--- src/rtl/reg_writeback_queue_pkg.sv ---
// Shared sizes and entry type for the register write-back queue.
// Widths track the register file (WORD_SIZE, NUM_REGS) so both sides agree.
package reg_writeback_queue_pkg;

  localparam int WORD_SIZE = 16;
  localparam int NUM_REGS  = 4;
  localparam int REG_AW    = 2;
  localparam int WBQ_DEPTH = 4;
  localparam int PTR_W     = $clog2(WBQ_DEPTH);
  localparam int CNT_W     = PTR_W + 1;

  typedef logic [REG_AW-1:0]    reg_idx_t;
  typedef logic [WORD_SIZE-1:0] word_t;

  typedef struct packed {
    reg_idx_t reg_idx;
    word_t    data;
  } wb_entry_t;

  function automatic logic [NUM_REGS-1:0] reg_onehot(input reg_idx_t r);
    logic [NUM_REGS-1:0] oh;
    oh    = '0;
    oh[r] = 1'b1;
    return oh;
  endfunction

endpackage

--- src/rtl/reg_writeback_queue_if.sv ---
// Producer, register-file write port and bypass signals of the write-back queue.
// The queue itself uses the slave view; the producer/decode side uses master.
interface reg_writeback_queue_if;
  import reg_writeback_queue_pkg::*;

  logic                in_valid;
  logic                in_ready;
  reg_idx_t            in_reg;
  word_t               in_data;

  logic                wr_hold;
  logic                ctrlRegWrite;
  reg_idx_t            writeReg;
  word_t               writeData;

  reg_idx_t            lookup_reg1;
  reg_idx_t            lookup_reg2;
  logic                hit1;
  logic                hit2;
  word_t               bypass_data1;
  word_t               bypass_data2;

  logic [NUM_REGS-1:0] pending;
  logic [CNT_W-1:0]    count;

  modport master (
    output in_valid, in_reg, in_data, wr_hold, lookup_reg1, lookup_reg2,
    input  in_ready, ctrlRegWrite, writeReg, writeData,
           hit1, hit2, bypass_data1, bypass_data2, pending, count
  );

  modport slave (
    input  in_valid, in_reg, in_data, wr_hold, lookup_reg1, lookup_reg2,
    output in_ready, ctrlRegWrite, writeReg, writeData,
           hit1, hit2, bypass_data1, bypass_data2, pending, count
  );

endinterface

--- src/rtl/reg_writeback_queue_youngest_match.sv ---
// Bypass lookup: finds the youngest queued entry targeting a register.
// Valid entries are contiguous from head, so walking forward from head and
// letting later matches overwrite earlier ones gives the same result as a
// priority scan from tail-1 back to head.
module wbq_youngest_match
  import reg_writeback_queue_pkg::*;
(
  input  logic [WBQ_DEPTH-1:0]  valid,
  input  wb_entry_t [WBQ_DEPTH-1:0] entries,
  input  logic [PTR_W-1:0]      head,
  input  reg_idx_t              query,
  output logic                  hit,
  output word_t                 data
);

  logic [PTR_W-1:0] idx;

  always_comb begin
    hit  = 1'b0;
    data = '0;
    idx  = head;
    for (int k = 0; k < WBQ_DEPTH; k++) begin
      idx = head + PTR_W'(k);
      if (valid[idx] && (entries[idx].reg_idx == query)) begin
        hit  = 1'b1;
        data = entries[idx].data;
      end
    end
  end

endmodule

--- src/rtl/reg_writeback_queue.sv ---
// In-order write-back queue in front of the register file: buffers results,
// drains one per cycle, and exposes pending/bypass views of queued writes.
module reg_writeback_queue
  import reg_writeback_queue_pkg::*;
(
  input logic                  clk,
  input logic                  reset,
  reg_writeback_queue_if.slave bus
);

  wb_entry_t [WBQ_DEPTH-1:0] entries;
  logic [PTR_W-1:0]          head;
  logic [PTR_W-1:0]          tail;
  logic [CNT_W-1:0]          occ;
  logic [WBQ_DEPTH-1:0]      valid;
  logic [PTR_W-1:0]          offset;
  logic [NUM_REGS-1:0]       pend;
  logic                      empty;
  logic                      full;
  logic                      do_pop;
  logic                      do_push;

  assign empty   = (occ == '0);
  assign full    = (occ == CNT_W'(WBQ_DEPTH));
  assign do_pop  = !empty && !bus.wr_hold && !reset;
  assign do_push = bus.in_valid && bus.in_ready;

  // A pop frees a slot on the same edge, so a full queue still accepts while draining.
  assign bus.ctrlRegWrite = do_pop;
  assign bus.in_ready     = !reset && (!full || do_pop);
  assign bus.writeReg     = empty ? '0 : entries[head].reg_idx;
  assign bus.writeData    = empty ? '0 : entries[head].data;
  assign bus.count        = occ;
  assign bus.pending      = pend;

  // An entry is live when its distance from head is below the occupancy.
  always_comb begin
    valid  = '0;
    offset = '0;
    for (int i = 0; i < WBQ_DEPTH; i++) begin
      offset   = PTR_W'(i) - head;
      valid[i] = ({1'b0, offset} < occ);
    end
  end

  always_comb begin
    pend = '0;
    for (int i = 0; i < WBQ_DEPTH; i++) begin
      if (valid[i]) begin
        pend = pend | reg_onehot(entries[i].reg_idx);
      end
    end
  end

  always_ff @(posedge clk) begin
    if (reset) begin
      head    <= '0;
      tail    <= '0;
      occ     <= '0;
      entries <= '0;
    end else begin
      if (do_push) begin
        entries[tail] <= '{reg_idx: bus.in_reg, data: bus.in_data};
        tail          <= tail + PTR_W'(1);
      end
      if (do_pop) begin
        head <= head + PTR_W'(1);
      end
      case ({do_push, do_pop})
        2'b10:   occ <= occ + CNT_W'(1);
        2'b01:   occ <= occ - CNT_W'(1);
        default: occ <= occ;
      endcase
    end
  end

  wbq_youngest_match u_match1 (
    .valid   (valid),
    .entries (entries),
    .head    (head),
    .query   (bus.lookup_reg1),
    .hit     (bus.hit1),
    .data    (bus.bypass_data1)
  );

  wbq_youngest_match u_match2 (
    .valid   (valid),
    .entries (entries),
    .head    (head),
    .query   (bus.lookup_reg2),
    .hit     (bus.hit2),
    .data    (bus.bypass_data2)
  );

endmodule

--- src/flat_wrapper.sv ---
// flat-port wrapper written by rule: the top's interface ports become plain ports
module reg_writeback_queue_flat import reg_writeback_queue_pkg::*;
  (clk, reset, bus_in_valid, bus_in_reg, bus_in_data, bus_wr_hold, bus_lookup_reg1, bus_lookup_reg2, bus_in_ready, bus_ctrlRegWrite, bus_writeReg, bus_writeData, bus_hit1, bus_hit2, bus_bypass_data1, bus_bypass_data2, bus_pending, bus_count);
  reg_writeback_queue_if bus_i ();
  input logic clk;
  input logic reset;
  input wire logic [$bits(bus_i.in_valid)-1:0] bus_in_valid;
  input wire logic [$bits(bus_i.in_reg)-1:0] bus_in_reg;
  input wire logic [$bits(bus_i.in_data)-1:0] bus_in_data;
  input wire logic [$bits(bus_i.wr_hold)-1:0] bus_wr_hold;
  input wire logic [$bits(bus_i.lookup_reg1)-1:0] bus_lookup_reg1;
  input wire logic [$bits(bus_i.lookup_reg2)-1:0] bus_lookup_reg2;
  output wire logic [$bits(bus_i.in_ready)-1:0] bus_in_ready;
  output wire logic [$bits(bus_i.ctrlRegWrite)-1:0] bus_ctrlRegWrite;
  output wire logic [$bits(bus_i.writeReg)-1:0] bus_writeReg;
  output wire logic [$bits(bus_i.writeData)-1:0] bus_writeData;
  output wire logic [$bits(bus_i.hit1)-1:0] bus_hit1;
  output wire logic [$bits(bus_i.hit2)-1:0] bus_hit2;
  output wire logic [$bits(bus_i.bypass_data1)-1:0] bus_bypass_data1;
  output wire logic [$bits(bus_i.bypass_data2)-1:0] bus_bypass_data2;
  output wire logic [$bits(bus_i.pending)-1:0] bus_pending;
  output wire logic [$bits(bus_i.count)-1:0] bus_count;
  assign bus_i.in_valid = bus_in_valid;
  assign bus_i.in_reg = bus_in_reg;
  assign bus_i.in_data = bus_in_data;
  assign bus_i.wr_hold = bus_wr_hold;
  assign bus_i.lookup_reg1 = bus_lookup_reg1;
  assign bus_i.lookup_reg2 = bus_lookup_reg2;
  assign bus_in_ready = bus_i.in_ready;
  assign bus_ctrlRegWrite = bus_i.ctrlRegWrite;
  assign bus_writeReg = bus_i.writeReg;
  assign bus_writeData = bus_i.writeData;
  assign bus_hit1 = bus_i.hit1;
  assign bus_hit2 = bus_i.hit2;
  assign bus_bypass_data1 = bus_i.bypass_data1;
  assign bus_bypass_data2 = bus_i.bypass_data2;
  assign bus_pending = bus_i.pending;
  assign bus_count = bus_i.count;
  reg_writeback_queue u_core (.clk(clk), .reset(reset), .bus(bus_i));
endmodule
--- config.mk ---
export PLATFORM = sky130hd
export DESIGN_NAME = reg_writeback_queue_flat
export DESIGN_NICKNAME = d
export VERILOG_FILES = /design/src/rtl/reg_writeback_queue_pkg.sv /design/src/rtl/reg_writeback_queue_if.sv /design/src/rtl/reg_writeback_queue_youngest_match.sv /design/src/rtl/reg_writeback_queue.sv /design/src/flat_wrapper.sv
export SDC_FILE = /design/constraint.sdc
export NUM_CORES = 1
export LEC_CHECK = 0
export ABC_AREA = 1
export BUFFER_PORTS_ARGS = -buffer_cell sky130_fd_sc_hd__buf_4
export CORE_MARGIN = 3
export CORE_UTILIZATION = 63
export CTS_BUF_LIST = sky130_fd_sc_hd__clkbuf_2
export CTS_CLUSTER_SIZE = 24
export DETAILED_ROUTE_END_ITERATION = 10
export PLACE_DENSITY = 0.93
export SETUP_SLACK_MARGIN = 0.05
export SYNTH_ARGS = -nofsm -noshare
export SYNTH_HDL_FRONTEND = slang
export SYNTH_SLANG_ARGS = --single-unit
--- constraint.sdc ---
create_clock -name clk -period 9.4 [get_ports clk]
set_input_delay 2.82 -clock clk [delete_from_list [all_inputs] [get_ports clk]]
set_output_delay 2.82 -clock clk [all_outputs]
set_load 0.005 [all_outputs]
==> flow_metrics.py <==
metrics = {
    "run_status": {
        "status": "completed",
    },
    "power": {
        "power.density_nw_per_um2": 154,
        "p_leak_nw": 3.66,
        "ir_drop_mv": 0.0896,
    },
    "floorplan": {
        "die_h_microns": 112,
        "core_sq_um": 10900,
        "ios": 87,
        "die_x_microns": 112,
        "die-area_sq_um": 12500,
        "initial_utilization_pct": 64.9,
        "row_count": 38,
    },
    "timing": {
        "setup_tns_ns": 0,
        "tightest_slew_ns": 1.18,
        "whs_ns": 0.478,
        "drv_slew": 0,
        "min_period_ns": 7.70,
        "maxSlewHeadroom_pct": 21.6,
        "hold_violations": 0,
        "fin_skew_ns": 0.0210,
        "rsz0062_at_grt": "no",
        "finalSetupViolations": 0,
        "fin_crit_sh_pct": 81.9,
        "max_freq_mhz": 130,
    },
    "clock_network": {
        "cts_buffers": 9,
        "hold_buffers": 0,
        "post_cts_buffers": 0,
        "htreeDepth": 3,
        "clk_pin_slew_ns": 0.21,
        "tritoncts": "built",
        "clock-sinks": 79,
        "insertion_delay_ns": 0.55,
        "cts_resized": 0,
        "root_buffer": "clkbuf_2",
        "clock_path_buffers": 2,
    },
    "worst_setup_path": {
        "cpPeakStageDelay_ns": 0.79,
        "startpoint_type": "register",
        "path_class": "reg -> out",
        "critical_path.max_fanout": 74,
        "crit_chain": "inv_2 -> buf_4 -> nand2_1 -> nand2_2 -> ha_1 -> inv_1 -> nor2_1 -> nand2_1 -> nand3_1 -> nand2_1 -> nand2_1 -> nand2_2 -> nand2_2 -> nand3_1 -> nand3_1 -> nand2_1 -> nand2_1 -> buf_4",
        "cp_data_arrival_time_ns": 4.88,
        "cp_slowest_cell": "nand2_2",
        "worst_setup_path_end_kind": "output pin",
        "critPathBufInv": 4,
        "cpLargestDelayFamily": "simple AND/OR/NAND/NOR gates",
        "cp_data_required_time_ns": 6.58,
        "cp_common_cell": "nand2_1",
    },
    "yosys": {
        "ys_top_cells_by_area": "dfxtp_1 22%, nand2_1 16%, o21ai_0 13%",
        "yosysWarnings": 0,
        "synth_top_area_share_pct": 22.4,
        "synth_edf_count": 0,
        "yosys_most_used_dff": "dfxtp_1",
        "synthCells": 1204,
        "ys_types": 33,
        "yosys.area.top_type": "dfxtp_1",
        "syn-cell-area_sq_um": 7070,
        "ys_ff_latch": 79,
        "synth_area_per_cell_sq_um": 5.87,
        "mappedNetlistNets": 1240,
        "yosysSeqAreaShare_pct": 22.4,
        "async_flop_share_pct": 0,
    },
    "routing": {
        "wl_microns": 19600,
        "wl_per_cell_microns": 14.3,
        "dr_total_vias": 7873,
        "ant_nets": 0,
        "first_iter_violations": 1206,
        "drc": 0,
        "vias_per_cell": 5.71,
        "drt_first_pass_iters": 7,
    },
    "global_routing": {
        "grt_antenna_before_repair": 1,
        "grt_max_degree": 144,
        "grt_remaining_overflow": 0,
        "grt_pass1_wl_microns": 32400,
        "grt_pass1_vias": 6506,
        "grtUsageTotal_pct": 30.9,
    },
    "finish": {
        "syn_to_final_growth_pct": 7.59,
        "nets": 1268,
        "final_cell_mix": "298 x nand2_1, 188 x o21ai_0, 167 x inv_1",
        "drive_gt1_share_pct": 12.8,
        "final_common_cell": "nand2_1",
    },
    "place": {
        "place_hpwl_microns": 14400,
        "place_congestion": 0.944,
        "io_buffer_count": 86,
    },
    "min_path": {
        "hp-class": "reg -> reg",
    },
    "flow_run": {
        "maxCapViolations": 0,
    },
}
-- kinds of logic after synthesis --
family	count (synthesis)	share of synthesized area, %
AO/OA/AOI/OAI	309	22.6
XOR/XNOR	7	0.973
adder cells (fa/ha/maj)	10	1.88
buffers and inverters	247	15.1
flip-flops	79	22.4
AND/OR/NAND/NOR	552	37.1
-- tightest hold or removal path: cells and delay by family (launching register included) --
family	cells	cell delay, ns
AOI/OAI and AO/OA	1	0.05
DFF	1	0.35
buffers and inverters	1	0.06
-- through the flow --
step	total power, mW	area (sq um)	util [%]	setup slack [ns]	cells
6_report	1.17	7610	69.9	1.70	1378
5_1_grt	1.26	7610	69.9	1.24	1378
4_1_cts	1.16	7600	69.8	1.77	1377
3_5_place_dp	1.01	7520	69.1	2.17	1361
3_3_place_gp	1.00	7520	69.1	2.19	1361
2_1_floorplan	0.833	7070	-	2.85	1204
-- power breakdown --
| part | switching (mW) | total [mW] | internal [mW] |
|---|---|---|---|
| Sequential | 0.0116 | 0.362 | 0.350 |
| Clock | 0.114 | 0.148 | 0.0343 |
| Combinational | 0.434 | 0.664 | 0.230 |
| Total | 0.559 | 1.17 | 0.614 |
-- cells in the mapped netlist (all sizes together) (9+ instances only) --
cell type / count
a21oi: 96
clkbuf: 33
o21ai: 193
o21a: 16
nand3: 144
nor2: 49
buf: 43
inv: 170
nand3b: 32
ha: 9
nand2: 320
dfxtp: 79
-- final timing paths --
kind / startpoint / end / slack [ns] / cells past startpoint
max: u_core.head[1]$_SDFFE_PP0P_ / bus_bypass_data1[3] / 1.70 / 18
min: u_core.entries[63]$_SDFFE_PP0P_ / u_core.entries[63]$_SDFFE_PP0P_ / 0.48 / 2
max reg2reg: u_core.bus.count[2]$_SDFFE_PP0P_ / u_core.bus.count[2]$_SDFFE_PP0P_ / 6.15 / 13
min reg2reg: u_core.entries[63]$_SDFFE_PP0P_ / u_core.entries[63]$_SDFFE_PP0P_ / 0.48 / 2
-- area by class of cell --
type                       count  area (sq um)
tap                          140           175
fill                         981          3280
multi-input combinational    878          4420
antenna                        1          2.50
sequential                    79          1590
inverter                     171           642
timing repair buffer          93           698
clock inverter                 5          25.0
clock buffer                  11          55.1
-- sequential cells by signal (all words and copies together) (netlist names) --
signal	cells
u_core.entries	72
u_core.tail	2
u_core.head	2
u_core.bus.count	3
-- routing by layer --
layer	vias up	track usage [%]	wire (microns)
li1	3948	-	-
met1	3453	49.5	9180
met2	453	42.6	7840
met3	19	6.09	2420
met4	0	5.61	210
met5	-	0	0
(Power assumes the default switching activity.)
